**src/rtl/elevator_pkg.sv**
```systemverilog
// Shared elevator types: car FSM state encoding and travel-direction constants.
// Used by the car controller and by the dispatcher.
package elevator_pkg;

  typedef enum logic [1:0] {
    IDLE      = 2'd0,
    MOVE_UP   = 2'd1,
    MOVE_DOWN = 2'd2,
    DOOR_OPEN = 2'd3
  } state_t;

  localparam logic DIR_UP   = 1'b1;
  localparam logic DIR_DOWN = 1'b0;

endpackage

```
**src/rtl/elevator_req_sched.sv**
```systemverilog
// SCAN request scheduler: finds requests above/below the car and picks the next
// direction, preferring to keep the current sweep direction.
module elevator_req_sched #(
  parameter int unsigned NUM_FLOORS = 8,
  parameter int unsigned FLOOR_W    = $clog2(NUM_FLOORS)
) (
  input  logic [NUM_FLOORS-1:0] pending,
  input  logic [FLOOR_W-1:0]    current_floor,
  input  logic                  dir_up,
  output logic                  req_above,
  output logic                  req_below,
  output logic                  go_up,
  output logic                  go_down
);

  always_comb begin
    req_above = 1'b0;
    req_below = 1'b0;
    for (int unsigned i = 0; i < NUM_FLOORS; i++) begin
      if (pending[i] && (i > 32'(current_floor))) req_above = 1'b1;
      if (pending[i] && (i < 32'(current_floor))) req_below = 1'b1;
    end
  end

  assign go_up   = req_above && (dir_up || !req_below);
  assign go_down = req_below && !go_up;

endmodule

```
**src/rtl/elevator_car_scan.sv**
```systemverilog
// Single-car elevator controller with multi-request latch and SCAN scheduling.
// Optional DOOR_HOLD_EN macro adds the door_hold input (holds door open, blocks departure).
module elevator_car_scan
  import elevator_pkg::*;
#(
  parameter int unsigned NUM_FLOORS  = 8,
  parameter int unsigned FLOOR_W     = $clog2(NUM_FLOORS),
  parameter int unsigned MOVE_CYCLES = 4,
  parameter int unsigned DOOR_CYCLES = 6,
  parameter int unsigned TIMER_W     = 8
) (
  input  logic                  clk,
  input  logic                  rst_n,
  input  logic                  req_valid,
  input  logic [FLOOR_W-1:0]    req_floor,
  input  logic                  move_enable,
`ifdef DOOR_HOLD_EN
  input  logic                  door_hold,
`endif
  output logic                  req_err,
  output logic [NUM_FLOORS-1:0] pending,
  output logic [FLOOR_W-1:0]    current_floor,
  output logic                  door_open,
  output logic                  moving_up,
  output logic                  moving_down,
  output logic                  arrived,
  output logic                  busy
);

  localparam logic [TIMER_W-1:0] MOVE_LAST = TIMER_W'(MOVE_CYCLES - 1);
  localparam logic [TIMER_W-1:0] DOOR_LAST = TIMER_W'(DOOR_CYCLES - 1);

  state_t                  state, state_n;
  logic                    dir_up, dir_up_n;
  logic [TIMER_W-1:0]      move_timer, move_timer_n;
  logic [TIMER_W-1:0]      door_timer, door_timer_n;
  logic [FLOOR_W-1:0]      floor_n, floor_step;
  logic [NUM_FLOORS-1:0]   pending_n;
  logic                    arrived_n, req_err_n;
  logic                    req_ok, req_here, hold;
  logic                    req_above, req_below, go_up, go_down;

  elevator_req_sched #(
    .NUM_FLOORS (NUM_FLOORS),
    .FLOOR_W    (FLOOR_W)
  ) u_sched (
    .pending       (pending),
    .current_floor (current_floor),
    .dir_up        (dir_up),
    .req_above     (req_above),
    .req_below     (req_below),
    .go_up         (go_up),
    .go_down       (go_down)
  );

`ifdef DOOR_HOLD_EN
  assign hold = door_hold;
`else
  assign hold = 1'b0;
`endif

  // Next-state, request latch and timer logic
  always_comb begin
    state_n      = state;
    dir_up_n     = dir_up;
    move_timer_n = move_timer;
    door_timer_n = door_timer;
    floor_n      = current_floor;
    pending_n    = pending;
    arrived_n    = 1'b0;
    req_err_n    = 1'b0;

    floor_step = (state == MOVE_UP) ? current_floor + FLOOR_W'(1)
                                    : current_floor - FLOOR_W'(1);
    req_ok   = req_valid && (32'(req_floor) < NUM_FLOORS);
    req_here = req_ok && (req_floor == current_floor) &&
               ((state == IDLE) || (state == DOOR_OPEN));

    if (req_valid && !req_ok) req_err_n = 1'b1;
    if (req_ok && !req_here)  pending_n[req_floor] = 1'b1;

    case (state)
      IDLE: begin
        if (req_here) begin
          state_n      = DOOR_OPEN;
          door_timer_n = '0;
        end else if (pending[current_floor]) begin
          pending_n[current_floor] = 1'b0;
          arrived_n    = 1'b1;
          state_n      = DOOR_OPEN;
          door_timer_n = '0;
        end else if (move_enable && !hold && (pending != '0)) begin
          move_timer_n = '0;
          if (go_up) begin
            state_n  = MOVE_UP;
            dir_up_n = DIR_UP;
          end else if (go_down) begin
            state_n  = MOVE_DOWN;
            dir_up_n = DIR_DOWN;
          end
        end
      end

      MOVE_UP, MOVE_DOWN: begin
        if (move_enable) begin
          if (move_timer == MOVE_LAST) begin
            floor_n      = floor_step;
            move_timer_n = '0;
            // A request landing on the arrival floor this same edge counts as served
            if (pending_n[floor_step]) begin
              pending_n[floor_step] = 1'b0;
              arrived_n    = 1'b1;
              state_n      = DOOR_OPEN;
              door_timer_n = '0;
            end else if (!((state == MOVE_UP) ? req_above : req_below)) begin
              state_n = IDLE;
            end
          end else begin
            move_timer_n = move_timer + TIMER_W'(1);
          end
        end
      end

      DOOR_OPEN: begin
        if (req_here || hold) begin
          door_timer_n = '0;
        end else if (door_timer == DOOR_LAST) begin
          state_n      = IDLE;
          door_timer_n = '0;
        end else begin
          door_timer_n = door_timer + TIMER_W'(1);
        end
      end

      default: state_n = IDLE;
    endcase
  end

  // State and registered outputs
  always_ff @(posedge clk or negedge rst_n) begin
    if (!rst_n) begin
      state         <= IDLE;
      dir_up        <= DIR_UP;
      move_timer    <= '0;
      door_timer    <= '0;
      current_floor <= '0;
      pending       <= '0;
      door_open     <= 1'b1;
      moving_up     <= 1'b0;
      moving_down   <= 1'b0;
      arrived       <= 1'b0;
      req_err       <= 1'b0;
      busy          <= 1'b0;
    end else begin
      state         <= state_n;
      dir_up        <= dir_up_n;
      move_timer    <= move_timer_n;
      door_timer    <= door_timer_n;
      current_floor <= floor_n;
      pending       <= pending_n;
      door_open     <= (state_n == IDLE) || (state_n == DOOR_OPEN);
      moving_up     <= (state_n == MOVE_UP) && move_enable;
      moving_down   <= (state_n == MOVE_DOWN) && move_enable;
      arrived       <= arrived_n;
      req_err       <= req_err_n;
      busy          <= (state_n != IDLE) || (pending_n != '0);
    end
  end

endmodule
```
**config.mk**
```make
export PLATFORM = sky130hd
export DESIGN_NAME = elevator_car_scan
export DESIGN_NICKNAME = d
export VERILOG_FILES = /design/src/rtl/elevator_pkg.sv /design/src/rtl/elevator_req_sched.sv /design/src/rtl/elevator_car_scan.sv
export SDC_FILE = /design/constraint.sdc
export NUM_CORES = 1
export LEC_CHECK = 0
export CORE_ASPECT_RATIO = 1.5
export CORE_UTILIZATION = 50
export CTS_BUF_LIST = sky130_fd_sc_hd__clkbuf_8 sky130_fd_sc_hd__clkbuf_16
export DETAILED_ROUTE_END_ITERATION = 12
export GPL_ROUTABILITY_DRIVEN = 1
export GPL_TIMING_DRIVEN = 0
export PLACE_DENSITY = 0.71
export RECOVER_POWER = 25
export SKIP_CTS_REPAIR_TIMING = 1
export SYNTH_ARGS = -nofsm -noshare
export SYNTH_HDL_FRONTEND = slang
export SYNTH_SLANG_ARGS = --single-unit
```
**constraint.sdc**
```tcl
create_clock -name clk -period 3 [get_ports clk]
set_input_delay 0.6 -clock clk [delete_from_list [all_inputs] [get_ports clk]]
set_output_delay 0.6 -clock clk [all_outputs]
set_load 0.03 [all_outputs]
```
Word-level counts from Yosys, hierarchy flattened
Cells that the tools add are included.
{"block": "op_classes", "n_addsub": 4, "n_mul": 0, "n_div": 0, "magnitude_cmp": 20, "n_eq_ne": 16, "n_shift": 0, "n_mux": 67, "bitwise": 7, "reduce_logical": 44}
{"operator": "$mux W8", "count": 18}
{"operator": "$pmux W8 S2", "count": 2}
{"operator": "$mux W1", "count": 27}
{"operator": "$logic_and A1 B1 Y1", "count": 25}
{"operator": "$pmux W8 S3", "count": 1}
{"operator": "$mux W2", "count": 11}
{"operator": "$add A8 B1 Y8 const B", "count": 2}
{"operator": "$and A8 B8 Y8", "count": 2}
{"operator": "$not A8 Y8", "count": 2}
{"operator": "$reduce_bool A8 Y1", "count": 2}
{"operator": "$gt A3 B3 Y1 const A", "count": 4}
{"operator": "$lt A3 B4 Y1 const B", "count": 3}
{"operator": "$ne A2 B2 Y1 const B", "count": 5}
{"operator": "$reduce_and A5 Y1", "count": 2}
{"operator": "$demux W1 S3", "count": 3}
{"operator": "$ge A3 B1 Y1 const B", "count": 3}
{"operator": "$lt A3 B3 Y1 const A", "count": 3}
{"operator": "$eq A2 B2 Y1 const B", "count": 4}
{"operator": "$eq A8 B2 Y1 const B", "count": 1}
{"operator": "$eq A8 B3 Y1 const B", "count": 1}
{"operator": "$or A8 B8 Y8", "count": 1}
{"operator": "$bmux W1 S3", "count": 2}
{"operator": "$gt A2 B3 Y1 const A", "count": 2}
{"operator": "$lt A1 B3 Y1 const A", "count": 2}
{"operator": "19 further kinds", "count": 30}
{"block": "word_totals", "register_bits": 35, "latchBits": 0, "mem_bits_rw": 0, "romBits": 0, "inputBits": 7, "out_inout_bits": 17, "elab_cells": 169, "memories": 0}

Longest topological paths before layout
Gate-level depths: netlist of the first run.
{"block": "logic_depth", "depth_word": 22, "depth_mapped": 16, "mapped_depth_nobuf": 14}

Modules after synthesis
Synthesis of the first run repeated with hierarchy kept, for this count alone.
{"block": "unflattened", "hier_cells": 309, "hier_area_um2": 2718.9}
{"mod": "elevator_car_scan", "n_inst": 1, "cells_each": 285, "area_per_inst_um2": 2561.2, "seq_area_each_um2": 878.3}
{"mod": "elevator_req_sched", "n_inst": 1, "cells_each": 24, "area_per_inst_um2": 157.7, "seq_area_each_um2": 0.0}

Worst setup path before layout of the first run
OpenSTA, ideal clock, no wires.
{"block": "synth_timing", "path_type": "reg2reg", "from": "register current_floor[1]", "to": "register busy", "setup_time_ns": 0.130, "arrival_time_ns": 3.317, "required_time_ns": 2.870, "setup_slack_ns": -0.447, "path_stages_with_launch": 16, "path_buffers": 2, "synth_period_minus_slack_ns": 3.447, "cell_sequence": "dfrtp_1 > clkbuf_1 > inv_1 > ha_1 > clkbuf_1 > nand2b_1 > o2bb2ai_1 > a31oi_1 > o211ai_1 > or3_1 > a21boi_0 > o22ai_1 > ha_1 > o21ai_0 > nor3_1 > nand3_1"}
{"block": "synth_between", "elab_chain_cells": 22, "elab_cells_between_ends": 95, "classes_between": "add/sub (2); order compare (18); eq/ne (1); mux (42); bitwise (4); reduce/logical (28)"}
{"item": "start: declaration", "line": "elevator_car_scan.sv:22", "text": "output logic [FLOOR_W-1:0] current_floor,"}
{"item": "start signal: assignment", "line": "elevator_car_scan.sv:159", "text": "current_floor <= floor_n;"}
{"item": "$lt A1 B3 Y1", "line": "elevator_req_sched.sv:21", "text": "if (pending[i] && (i < 32'(current_floor))) req_below = 1'b1;"}
{"item": "$logic_and A1 B1 Y1", "line": "elevator_req_sched.sv:21"}
{"item": "$mux W1 (7 in a row)", "line": "elevator_req_sched.sv:21"}
{"item": "$logic_not A1 Y1", "line": "elevator_req_sched.sv:25", "text": "assign go_up = req_above && (dir_up || !req_below);"}
{"item": "$logic_or A1 B1 Y1", "line": "elevator_req_sched.sv:25"}
{"item": "$logic_and A1 B1 Y1", "line": "elevator_req_sched.sv:25"}
{"item": "$logic_not A1 Y1", "line": "elevator_req_sched.sv:26", "text": "assign go_down = req_below && !go_up;"}
{"item": "$logic_and A1 B1 Y1", "line": "elevator_req_sched.sv:26"}
{"item": "$mux W2", "line": "elevator_car_scan.sv:97", "text": "end else if (go_down) begin"}
{"item": "$mux W2", "line": "elevator_car_scan.sv:94", "text": "if (go_up) begin"}
{"item": "$mux W2", "line": "elevator_car_scan.sv:92", "text": "end else if (move_enable && !hold && (pending != '0)) begin"}
{"item": "$mux W2", "line": "elevator_car_scan.sv:87", "text": "end else if (pending[current_floor]) begin"}
{"item": "$mux W2", "line": "elevator_car_scan.sv:84", "text": "if (req_here) begin"}
{"item": "$pmux W2 S3", "line": "elevator_car_scan.sv:82", "text": "case (state)"}
{"item": "$reduce_bool A2 Y1", "line": "elevator_car_scan.sv:166", "text": "busy <= (state_n != IDLE) || (pending_n != '0);"}
{"item": "$logic_or A1 B1 Y1 (*)", "line": "elevator_car_scan.sv:166"}
{"item": "end signal: assignment", "line": "elevator_car_scan.sv:166"}
{"item": "end: declaration", "line": "elevator_car_scan.sv:27", "text": "output logic busy"}
Every way passes the cells marked *; elsewhere a longest branch is shown, timed or not. The select of a mux whose other input is x is not followed.
A chain may end at the register's enable or synchronous reset.

Worst setup path after layout of the first run
{"block": "layout_timing", "from": "register current_floor[0]", "to": "register busy"}
Same word-level chain as after synthesis.

==> results_dict.tcl, run 1 <==
set metrics [dict create \
    grt_pass1_wl_microns 13130 \
    synth_top_area_cell "dfrtp_1" \
    dieArea_sq_um 5894 \
    swShare_pct 50.52 \
    synthTopCellsByArea "dfrtp_1 30%, ha_1 6.7%, o21ai_0 6.6%" \
    placed_area_sq_um 3224 \
    h-tree-depth 2 \
    netSwitchingPower_mw 2.429 \
    core_area_sq_um 5409 \
    powerDensity_nw_per_um2 1267 \
    seqPwrFrac_pct 15.9 \
    routabilityCongestion 0.9715 \
    required_ns 3.17 \
    hold_viol 0 \
    p_leak_nw 1.531 \
    synth-seq-cells 35 \
    grt_pass1_vias 2712 \
    final-setup-viol-count 8 \
    maxCapViolations 1 \
    routed_wl_microns 8603 \
    detailedPlace.worstSlack_ns -0.8234 \
    p_int_mw 2.379 \
    yosysTopAreaCellShare_pct 29.57 \
    rsz0062_at_grt "true" \
    setup_slack_ns -0.05940 \
    status "finished, violations left" \
    fin_crit_sh_pct 102.0 \
    routedWlPerCell_microns 18.50 \
    syn_nets 368 \
    overflow 0 \
    whs_ns 0.4912 \
    arrival_ns 3.23 \
    dr.pass1.iters 5 \
    clock_sinks 35 \
    syn_avg_cell_area_sq_um 8.071 \
    cts_buffer_depth 2 \
    grt.total_usage_pct 28.75 \
    start_util_pct 51.63 \
    p_comb_share_pct 74.8 \
    cts_tree "built" \
    cp-start-kind "flop" \
    fmax_mhz 326.9 \
    drive_gt1_share_pct 23.54 \
    numPortBuffers 22 \
    drcViolationCount 0 \
    drtAntennaViolNets 0 \
    slew_viol_final 36 \
    cts_made_buffers 5 \
    route.vias.total 2929 \
    via_per_inst 6.299 \
    antenna_found_initial 0 \
    ir_drop_mv 0.8364 \
    tightestPinTransition_ns 1.875 \
    drt_iter0_markers 284 \
    cts_root_buf "clkbuf_8" \
    rows 33 \
    die_y_microns 93.53 \
    ys_types 66 \
    pin_count 24 \
    synth.top_cells.by_count "37 x o21ai_0, 33 x dfrtp_1, 29 x nand2_1, 29 x nor2_1, 22 x inv_1" \
    synth_seq_area_share_pct 31.45 \
    detailed_place_hpwl_microns 6062 \
    maxSlewHeadroom_pct -24.97 \
    die_w_microns 63.02 \
    hold_class "reg -> reg" \
    final_cell_area_sq_um 3795 \
    grt_max_degree 36 \
    area.growth.synth_to_final_pct 35.89 \
    diodes 0 \
    yosysMostFrequentCell "o21ai_0" \
    worst-path-max-fanout 5 \
    end_kind "flop" \
    min_period_ns 3.059 \
    finClkSkew_ns 0.009045 \
    violations "capacitance limit, slew limit, setup timing" \
    synth_edf_count 0 \
    yosysWarnings 0 \
    synthesis.area_sq_um 2793 \
    syn_inst 346 \
    clkSlewWorstSetupHoldPaths_ns 0.08 \
    fin_nets 416 \
    worstSetupPathType "reg -> reg" \
    synth-async-reset-ratio_pct 100.0 \
    p_clk_share_pct 9.3 \
    insertion_delay_ns 0.29 \
    synth_ff_type "dfrtp_1" \
]
-- power groups by stage --
stage / sequential [mW] / combinational (mW) / clock, mW
2_1_floorplan: 0.883 / 1.91 / 0
3_3_place_gp: 0.774 / 2.75 / 0
3_5_place_dp: 0.776 / 2.77 / 0
4_1_cts: 0.768 / 2.78 / 0.452
5_1_grt: 0.777 / 3.87 / 0.473
6_report: 0.764 / 3.60 / 0.446
-- registers in the layout, indices dropped and copies added, names as in the netlist --
signal,flops
current_floor,3
state,2
door_timer,8
busy,1
pending,8
arrived,1
moving_down,1
dir_up,1
door_open,1
moving_up,1
move_timer,8
-- metal layers --
layer  wire (microns)  part of all wire (%)  up-vias  global-route usage [%]
li1                 -                     -     1367                       -
met4              412                   4.8        0                   16.09
met2             4404                    51      134                   51.70
met3              502                   5.8       40                   4.634
met1             3283                    38     1388                   31.57
met5                0                     0        -                       0
-- critical path, stage by stage, from the launching register on --
cell and delay (ns):
dfrtp_2 0.44, buf_8 0.14, buf_12 0.13, xor2_4 0.18, o41ai_4 0.51, o21ai_2 0.16
o32ai_4 0.40, or3_4 0.22, a21boi_2 0.05, o22ai_2 0.21, ha_4 0.19, o21ai_2 0.05
nor3_2 0.15, nand3_1 0.09
-- cell families (layout without fill, tap and decap cells) --
| logic type | Yosys count | count (layout) | share of synthesized area, % |
|---|---|---|---|
| AND/OR/NAND/NOR | 128 | 128 | 23.52 |
| AO/OA/AOI/OAI | 119 | 119 | 29.30 |
| buffers and inverters | 40 | 89 | 5.779 |
| flip-flops | 35 | 35 | 31.45 |
| adder cells (fa/ha/maj) | 15 | 15 | 6.720 |
| XOR/XNOR | 7 | 7 | 2.733 |
| other | 1 | 1 | 0.1343 |
| multiplexers | 1 | 1 | 0.3584 |
-- stage by stage --
step | utilization [%] | std cells | setup TNS, ns | power (mW)
finish | 70.16 | 465 | -0.3078 | 4.808
detailed placement | 59.61 | 438 | -12.12 | 3.541
global route | 70.16 | 465 | -1.640 | 5.119
floorplan | - | 346 | 0 | 2.791
CTS | 61.79 | 446 | -4.269 | 4.001
global placement | 59.70 | 438 | -11.23 | 3.522
-- worst paths after layout --
check / depth (start not counted) / slack [ns] / endpoint / start
max reg2reg: 13 / -0.06 / busy / current_floor[0]
min reg2reg: 2 / 0.49 / dir_up / dir_up
max in group asynchronous: 1 / 0.96 / current_floor[1] / rst_n
min: 2 / 0.49 / dir_up / dir_up
min in group asynchronous: 1 / 0.81 / pending[7] / rst_n
max: 13 / -0.06 / busy / current_floor[0]
-- placed cells by master, fill, tap and decap left out, types with 6 or more instances in the layout --
cell type | synthesis | routed
clkbuf_1 | 12 | 6
ha_1 | 15 | 10
a21oi_1 | 14 | 14
inv_1 | 22 | 19
nor2_1 | 29 | 27
a31oi_1 | 7 | 6
o31ai_1 | 7 | 7
buf_4 | 2 | 20
nand2_1 | 29 | 28
dfrtp_1 | 33 | 31
o21ai_0 | 37 | 33
o22ai_1 | 8 | 6
clkdlybuf4s50_1 | 0 | 17
nor4_1 | 6 | 6
clkbuf_8 | 0 | 7
nand2b_1 | 12 | 11
and3_1 | 7 | 7
nand3_1 | 13 | 13
-- final cells by class --
type	count	area, sq um
Tap cell	70	87.58
Timing Repair Buffer	43	397.9
Clock inverter	2	35.03
Buffer	16	120.1
Sequential cell	35	880.8
Clock buffer	6	82.58
Multi-Input combinational cell	271	2108
Fill cell	429	1614
Inverter	22	82.58
No activity file was read; power rests on OpenSTA's default activity.
==> run 2, diff against run 1 <==
--- a/config.mk
+++ b/config.mk
@@ -11,9 +11,10 @@
 export DETAILED_ROUTE_END_ITERATION = 12
 export GPL_ROUTABILITY_DRIVEN = 1
 export GPL_TIMING_DRIVEN = 0
-export PLACE_DENSITY = 0.71
+export PLACE_DENSITY = 0.73
 export RECOVER_POWER = 25
 export SKIP_CTS_REPAIR_TIMING = 1
+export SKIP_LAST_GASP = 1
 export SYNTH_ARGS = -nofsm -noshare
 export SYNTH_HDL_FRONTEND = slang
 export SYNTH_SLANG_ARGS = --single-unit
==> results_dict.tcl, run 2 (synthesis gave the netlist of run 1 again) <==
set metrics [dict create \
    grt.total_usage_pct 28.77 \
    insertion_delay_ns 0.29 \
    numPortBuffers 22 \
    fin_tns_setup_ns -0.03416 \
    finClkSkew_ns 0.003829 \
    violations "capacitance limit, slew limit, setup timing" \
    routed_wl_microns 8755 \
    setup_slack_ns -0.01610 \
    worstSetupPathType "reg -> reg" \
    diodes 0 \
    final_cell_mix "31 x dfrtp_1, 29 x o21ai_0, 27 x nor2_1, 27 x nand2_1" \
    clkSlewWorstSetupHoldPaths_ns 0.07 \
    cpPeakStageDelay_ns 0.44 \
    min_period_ns 3.016 \
    fin_nets 417 \
    p_clk_share_pct 7.8 \
    clock_sinks 35 \
    cts_tree "built" \
    maxCapViolations 1 \
    cts_root_buf "clkbuf_8" \
    crit_top_cell "buf_4" \
    p_comb_share_pct 76.5 \
    grt_max_degree 36 \
    worstPathCellList "buf_8 > buf_6 > xor2_4 > buf_4 > o41ai_4 > o2111ai_1 > nand4_1 > buf_4 > o31ai_4 > buf_6 > nand2_4 > buf_4 > o21ai_1 > o31ai_4" \
    end_kind "flop" \
    fin_crit_sh_pct 100.5 \
    fmax_mhz 331.6 \
    overflow 0 \
    hold_viol 0 \
    core_area_sq_um 5409 \
    cp-start-kind "flop" \
    drive_gt1_share_pct 25.76 \
    drcViolationCount 0 \
    grt_pass1_vias 2631 \
    rows 33 \
    rsz0062_at_grt "true" \
    drt_iter0_markers 275 \
    grt_pass1_wl_microns 13090 \
    p_int_mw 2.418 \
    die_w_microns 63.02 \
    routedWlPerCell_microns 18.79 \
    area.growth.synth_to_final_pct 37.81 \
    fillerInstances 433 \
    slew_viol_final 36 \
    required_ns 3.17 \
    cts_buffer_depth 2 \
    whs_ns 0.5030 \
    route.vias.total 2929 \
    die_y_microns 93.53 \
    dieArea_sq_um 5894 \
    antenna_found_initial 0 \
    routabilityCongestion 0.9843 \
    maxSlewHeadroom_pct -22.38 \
    tightestPinTransition_ns 1.836 \
    drtAntennaViolNets 0 \
    powerDensity_nw_per_um2 1278 \
    start_util_pct 51.63 \
    netSwitchingPower_mw 2.500 \
    largestRegisters "door_timer: 8 flops, move_timer: 8 flops, pending: 8 flops" \
    hold_class "reg -> reg" \
    final_common_cell "dfrtp_1" \
    via_per_inst 6.285 \
    worst-path-max-fanout 6 \
    detailed_place_hpwl_microns 6130 \
    ir_drop_mv 0.7087 \
    pin_count 24 \
    arrival_ns 3.19 \
    cts_made_buffers 5 \
    cp_slowest_cell "dfrtp_2" \
    h-tree-depth 2 \
    seqPwrFrac_pct 15.6 \
    status "finished, violations left" \
    fin_util_pct 71.15 \
    final-setup-viol-count 4 \
    swShare_pct 50.83 \
    dr.pass1.iters 5 \
    p_leak_nw 1.539 \
]
-- run 2: cell count changes in the layout (fill, tap and decap cells not counted), moves of 2 or more --
cell,previous run,this run
o21ai_0,33,29
buf_6,2,5
o21ai_1,3,6
a21oi_1,14,12
a21oi_2,0,2
clkbuf_2,1,3
inv_2,3,1
-- run 2: final timing paths --
| kind | to | depth (start not counted) | slack (ns) | startpoint |
|---|---|---|---|---|
| hold / removal | move_timer[7] | 1 | 0.50 | move_timer[7] |
| setup reg to reg | door_timer[6] | 14 | -0.02 | current_floor[0] |
| hold reg to reg | move_timer[7] | 1 | 0.50 | move_timer[7] |
| min in group asynchronous | pending[5] | 1 | 0.79 | rst_n |
| setup / recovery | door_timer[6] | 14 | -0.02 | current_floor[0] |
| max in group asynchronous | current_floor[0] | 1 | 1.01 | rst_n |
-- run 2: critical path, delay by kind of cell, from the launching register on --
kind / cells / cell delay [ns]
AOI/OAI and AO/OA: 5 / 1.02
xor gates and xnor gates: 1 / 0.22
buffers and inverters: 6 / 0.95
DFF: 1 / 0.44
and+or+nand+nor: 2 / 0.25
-- run 2: area by class of cell --
type | count | area [sq um] | area share, %
buffer | 15 | 120.1 | 3.121
clock buffer | 7 | 96.34 | 2.503
clock inverter | 1 | 7.507 | 0.1951
inverter | 22 | 85.08 | 2.211
multi-input combinational | 271 | 2173 | 56.47
sequential | 35 | 880.8 | 22.89
tap | 70 | 87.58 | 2.276
timing repair buffer | 45 | 397.9 | 10.34
-- run 2: power by group through the flow --
stage / combinational, mW / clock, mW / sequential [mW]
CTS: 2.79 / 0.395 / 0.766
floorplan: 1.91 / 0 / 0.883
detailed placement: 2.77 / 0 / 0.776
global placement: 2.74 / 0 / 0.774
finish: 3.76 / 0.385 / 0.769
global route: 4.04 / 0.411 / 0.783
-- run 2: through the flow --
stage               std cells  instance area, sq um  worst slack, ns  power [mW]
floorplan                 346                  2922          0.04091       2.791
global route              466                  3849          -0.1942       5.230
global placement          438                  3229          -0.7978       3.518
CTS                       446                  3328          -0.5471       3.946
detailed placement        438                  3224          -0.8419       3.545
finish                    466                  3849         -0.01610       4.918
-- run 2: metal layers --
layer / vias to the layer above / global-route usage [%] / share of wire [%]
li1: 1364 / - / -
met5: - / 0 / 0
met4: 0 / 13.18 / 3.6
met1: 1420 / 34.72 / 39
met2: 115 / 50.72 / 53
met3: 30 / 2.927 / 4.6
==> run 3, diff against run 2 <==
--- a/config.mk
+++ b/config.mk
@@ -10,7 +10,6 @@
 export CTS_BUF_LIST = sky130_fd_sc_hd__clkbuf_8 sky130_fd_sc_hd__clkbuf_16
 export DETAILED_ROUTE_END_ITERATION = 12
 export GPL_ROUTABILITY_DRIVEN = 1
-export GPL_TIMING_DRIVEN = 0
 export PLACE_DENSITY = 0.73
 export RECOVER_POWER = 25
 export SKIP_CTS_REPAIR_TIMING = 1
==> results_dict.tcl, run 3 (synthesis gave the netlist of run 1 again) <==
set metrics [dict create \
    numPortBuffers 22 \
    slew_viol_final 36 \
    grt.total_usage_pct 32.70 \
    cts_root_buf "clkbuf_8" \
    final_common_cell "buf_4" \
    cp-endpoint "busy" \
    core_area_sq_um 5409 \
    grt_pass1_wl_microns 14720 \
    r2r_cells 13 \
    arrival_ns 3.20 \
    clkSlewWorstSetupHoldPaths_ns 0.07 \
    start_util_pct 51.63 \
    crit_top_cell "o21ai_1" \
    worstPathCellList "buf_12 > a211o_4 > a221o_1 > a2111oi_4 > a41oi_2 > o21ai_1 > a21oi_1 > nor2_1 > a21o_1 > ha_2 > o21ai_1 > nor3_1 > nand3_1" \
    cpPeakStageDelay_ns 0.44 \
    clock_sinks 35 \
    via_per_inst 6.028 \
    rsz0062_at_grt "true" \
    dr.pass1.iters 4 \
    cts_buffer_depth 2 \
    final_cell_mix "76 x buf_4, 32 x o21ai_0, 31 x dfrtp_1" \
    wl_met2_microns 4794 \
    rr_startpoint "current_floor[0]" \
    fin_crit_sh_pct 101.1 \
    p_leak_nw 1.716 \
    whs_ns 0.5057 \
    grt_max_degree 36 \
    diodes 0 \
    maxCapViolations 1 \
    rr_endpoint "busy" \
    end_kind "flop" \
    routed_wl_microns 9325 \
    cts_made_buffers 5 \
    tightestPinTransition_ns 1.895 \
    route.vias.total 3068 \
    drtAntennaViolNets 0 \
    drive_gt1_share_pct 30.75 \
    die_y_microns 93.53 \
    met1Wirelength_microns 3563 \
    pin_count 24 \
    dr_wl_met3_microns 437 \
    required_ns 3.17 \
    worstSetupPathType "reg -> reg" \
    ir_drop_mv 0.7009 \
    maxSlewHeadroom_pct -26.36 \
    h-tree-depth 2 \
    grt_pass1_vias 3082 \
    insertion_delay_ns 0.29 \
    fmax_mhz 329.8 \
    cp-start-kind "flop" \
    antenna_found_initial 0 \
    finClkSkew_ns 0.009438 \
    drt_iter0_markers 223 \
    die_w_microns 63.02 \
    area.growth.synth_to_final_pct 44.53 \
    hold_class "reg -> reg" \
    dieArea_sq_um 5894 \
    overflow 0 \
    reg2reg_slack_ns -0.03 \
    fin_total_pwr_mw 5.002 \
    drcViolationCount 0 \
    status "finished, violations left" \
    routedWlPerCell_microns 18.32 \
    crit_start "current_floor[0]" \
    final-setup-viol-count 1 \
    rows 33 \
    hold_viol 0 \
    powerDensity_nw_per_um2 1239 \
    setup_slack_ns -0.03186 \
    detailed_place_hpwl_microns 6963 \
    violations "capacitance limit, slew limit, setup timing" \
    worst-path-max-fanout 5 \
    cp_slowest_cell "dfrtp_2" \
    largestRegisters "door_timer: 8 flops, move_timer: 8 flops, pending: 8 flops" \
    min_period_ns 3.032 \
    fin_nets 460 \
    top_layer "met4" \
    cts_tree "built" \
    routabilityCongestion 1.041 \
]
-- run 3: cell types whose count changed in the layout (fill, tap and decap cells not counted), sizes merged --
cell / change
clkinvlp: -1
inv: +2
dlygate4sd3: +1
clkbuf: -12
clkinv: +1
buf: +51
clkdlybuf4s50: +1
-- run 3: final cells by class --
type	instances	area (sq um)
multi-input combinational	271	2039
fill	426	1373
sequential	35	880.8
timing repair buffer	103	864.6
tap	70	87.58
inverter	22	82.58
clock buffer	5	68.82
clock inverter	3	12.51
-- run 3: power breakdown --
group          switching [mW]  internal, mW
combinational            2.19          1.77
clock                   0.170         0.156
sequential              0.115         0.609
total                    2.47          2.53
-- run 3: critical path, delay by kind of cell (launching register included) --
family          cells  cell delay (ns)
fa+ha+maj           1             0.18
compound gates      8             1.62
simple gates        3             0.51
flops               1             0.44
buf+inv             1             0.15
-- run 3: worst min-delay path by stage --
stage	slack, ns	cells after the start	endpoint	startpoint
floorplan	0.30	0	arrived	rst_n
global placement	0.47	1	move_timer[7]	move_timer[7]
detailed placement	0.49	1	door_timer[7]	door_timer[7]
CTS	0.50	1	door_timer[7]	door_timer[7]
global route	0.53	1	door_timer[7]	door_timer[7]
finish	0.51	1	door_timer[7]	door_timer[7]
-- run 3: routing by layer --
metal	GRT usage, %	up-vias
met2	58.24	112
met5	0	-
met1	35.15	1462
met3	5.122	42
li1	-	1452
met4	21.71	0
-- run 3: metrics by stage --
stage          area, sq um   TNS, ns  cells  utilization (%)  worst slack [ns]
2_1_floorplan         2922         0    346                -           0.04091
3_3_place_gp          3690    -5.001    493            68.22           -0.4774
3_5_place_dp          3690    -6.839    493            68.22           -0.5640
4_1_cts               3771    -1.469    501            69.72           -0.2515
5_1_grt               4036   -0.5414    509            74.62           -0.1327
6_report              4036  -0.03186    509            74.62          -0.03186
==> RTL change (config.mk and constraints of run 3) <==
`NUM_FLOORS` is set to 8 in 2 places; all go to 4.
--- a/src/rtl/elevator_req_sched.sv
+++ b/src/rtl/elevator_req_sched.sv
@@ -2,5 +2,5 @@
 // direction, preferring to keep the current sweep direction.
 module elevator_req_sched #(
-  parameter int unsigned NUM_FLOORS = 8,
+  parameter int unsigned NUM_FLOORS = 4,
   parameter int unsigned FLOOR_W    = $clog2(NUM_FLOORS)
 ) (
--- a/src/rtl/elevator_car_scan.sv
+++ b/src/rtl/elevator_car_scan.sv
@@ -4,5 +4,5 @@
   import elevator_pkg::*;
 #(
-  parameter int unsigned NUM_FLOORS  = 8,
+  parameter int unsigned NUM_FLOORS  = 4,
   parameter int unsigned FLOOR_W     = $clog2(NUM_FLOORS),
   parameter int unsigned MOVE_CYCLES = 4,
Interface: changed (resized current_floor, pending and req_floor); port bits go from 24 to 18. No check against the original RTL was run, so the function may have changed too.
==> RTL change against run 3 <==
- the run ends with max-capacitance violations, max-slew violations left
- maximum frequency is 11% higher
- worst setup slack better by 0.30 ns
- final cell count decreased by 40%
- sequential cell count fell by 5
- count of clock-buffer cells in the layout is the same
- final area is 38% lower
- core utilization is 15 points lower
- area after synthesis decreased by 22%
- wire length is 45% lower
Power is not compared: it rests on default switching activity, and its combinational part moved more than twofold at a synthesized area within 25%.
==> RTL change: results (changes against run 3) <==
The largest registers in the layout are door_timer x8, move_timer x8, pending x4. The run gives 31 (-14%) as the largest net degree at the start of global routing. Tracing the worst setup path back leads to its startpoint at current_floor[1].

The via count of the first global-routing pass was 1832 (-41%); the peak per-stage delay on the critical path was 0.39 ns (-0.05 ns). The tools report the total of max-cap violations as 1 (unchanged). The synthesized net count was 254 (-31%); the DRC marker count from the first detailed-route iteration was 69 (-69%). The logs give 0.0756 ns (+0.640 ns) for the post-place setup slack and 31 (-14%) for the number of max-slew violations in the final report.

Combined global-route utilization of all metal layers: 0.240 (-0.0873). The cell count after placement was 298 (-40%). Clock skew: 0.00732 ns (-0.00212 ns). The number of cells on the worst reg-to-reg path came out at 10 (-3).

The total placed instance area is 2440 um2 (-34%). For the post-layout worst setup margin, the log shows 0.266 ns (+0.298 ns). The complex-gate fraction of the synthesized area works out to 0.232 (-0.0610). The routed length on met1 came out at 2160 um (-40%). The quantity of I/O buffers inserted on ports came out at 16 (-27%). The run finished, with violations left. The final design instance area without fill is 2510 um2 (-38%), and the detailed-placement wirelength estimate is 3760 um (-46%).

The number of distinct library cells after synthesis was 65 (-1.5%); the post-synthesis average cell area was 9.31 um2 (+15%). The area share of xor/xnor cells in the synthesized design was 0.0387 (+0.0113); the average wire per standard cell was 16.8 um (-8.4%). Number of filler instances in the final layout: 373 (-12%). The total detailed-routing wirelength is 5120 um (-45%), and the wire length of the first global-routing pass is 8510 um (-42%).

In the synthesized netlist, the cells that appear most often are dfrtp_1, o21ai_0, nand2_1. The global routing met1 resource utilization is 0.265 (-0.0864). The final reports fail on max-capacitance violations, max-slew violations. After synthesis, the cell types taking the most area are dfrtp_1, ha_1, o21ai_0.
RTL change: changes by cell type after synthesis, sizes merged, moves of 6 or more:
cell	delta
o21ai	-14
nor2	-12
inv	-10
nand2	-10
clkbuf	-8
o22ai	-7
a21oi	-6
a31oi	-6
RTL change: layout make-up:
| type | instances | share of cell area |
|---|---|---|
| Multi-Input combinational cell | 181 | 0.522 |
| Sequential cell | 30 | 0.301 |
| Timing Repair Buffer | 28 | 0.103 |
| Clock buffer | 5 | 0.0274 |
| Tap cell | 46 | 0.0229 |
| Inverter | 13 | 0.0194 |
| Clock inverter | 2 | 0.00399 |
RTL change: worst max-delay path, delay by kind of cell (launching register included):
kind / cells / cell delay [ns]
XOR/XNOR: 1 / 0.37
AO/OA/AOI/OAI: 2 / 0.62
flip-flops: 1 / 0.39
adder cells (fa/ha/maj): 2 / 0.52
AND/OR/NAND/NOR: 4 / 0.56
buffers and inverters: 1 / 0.17
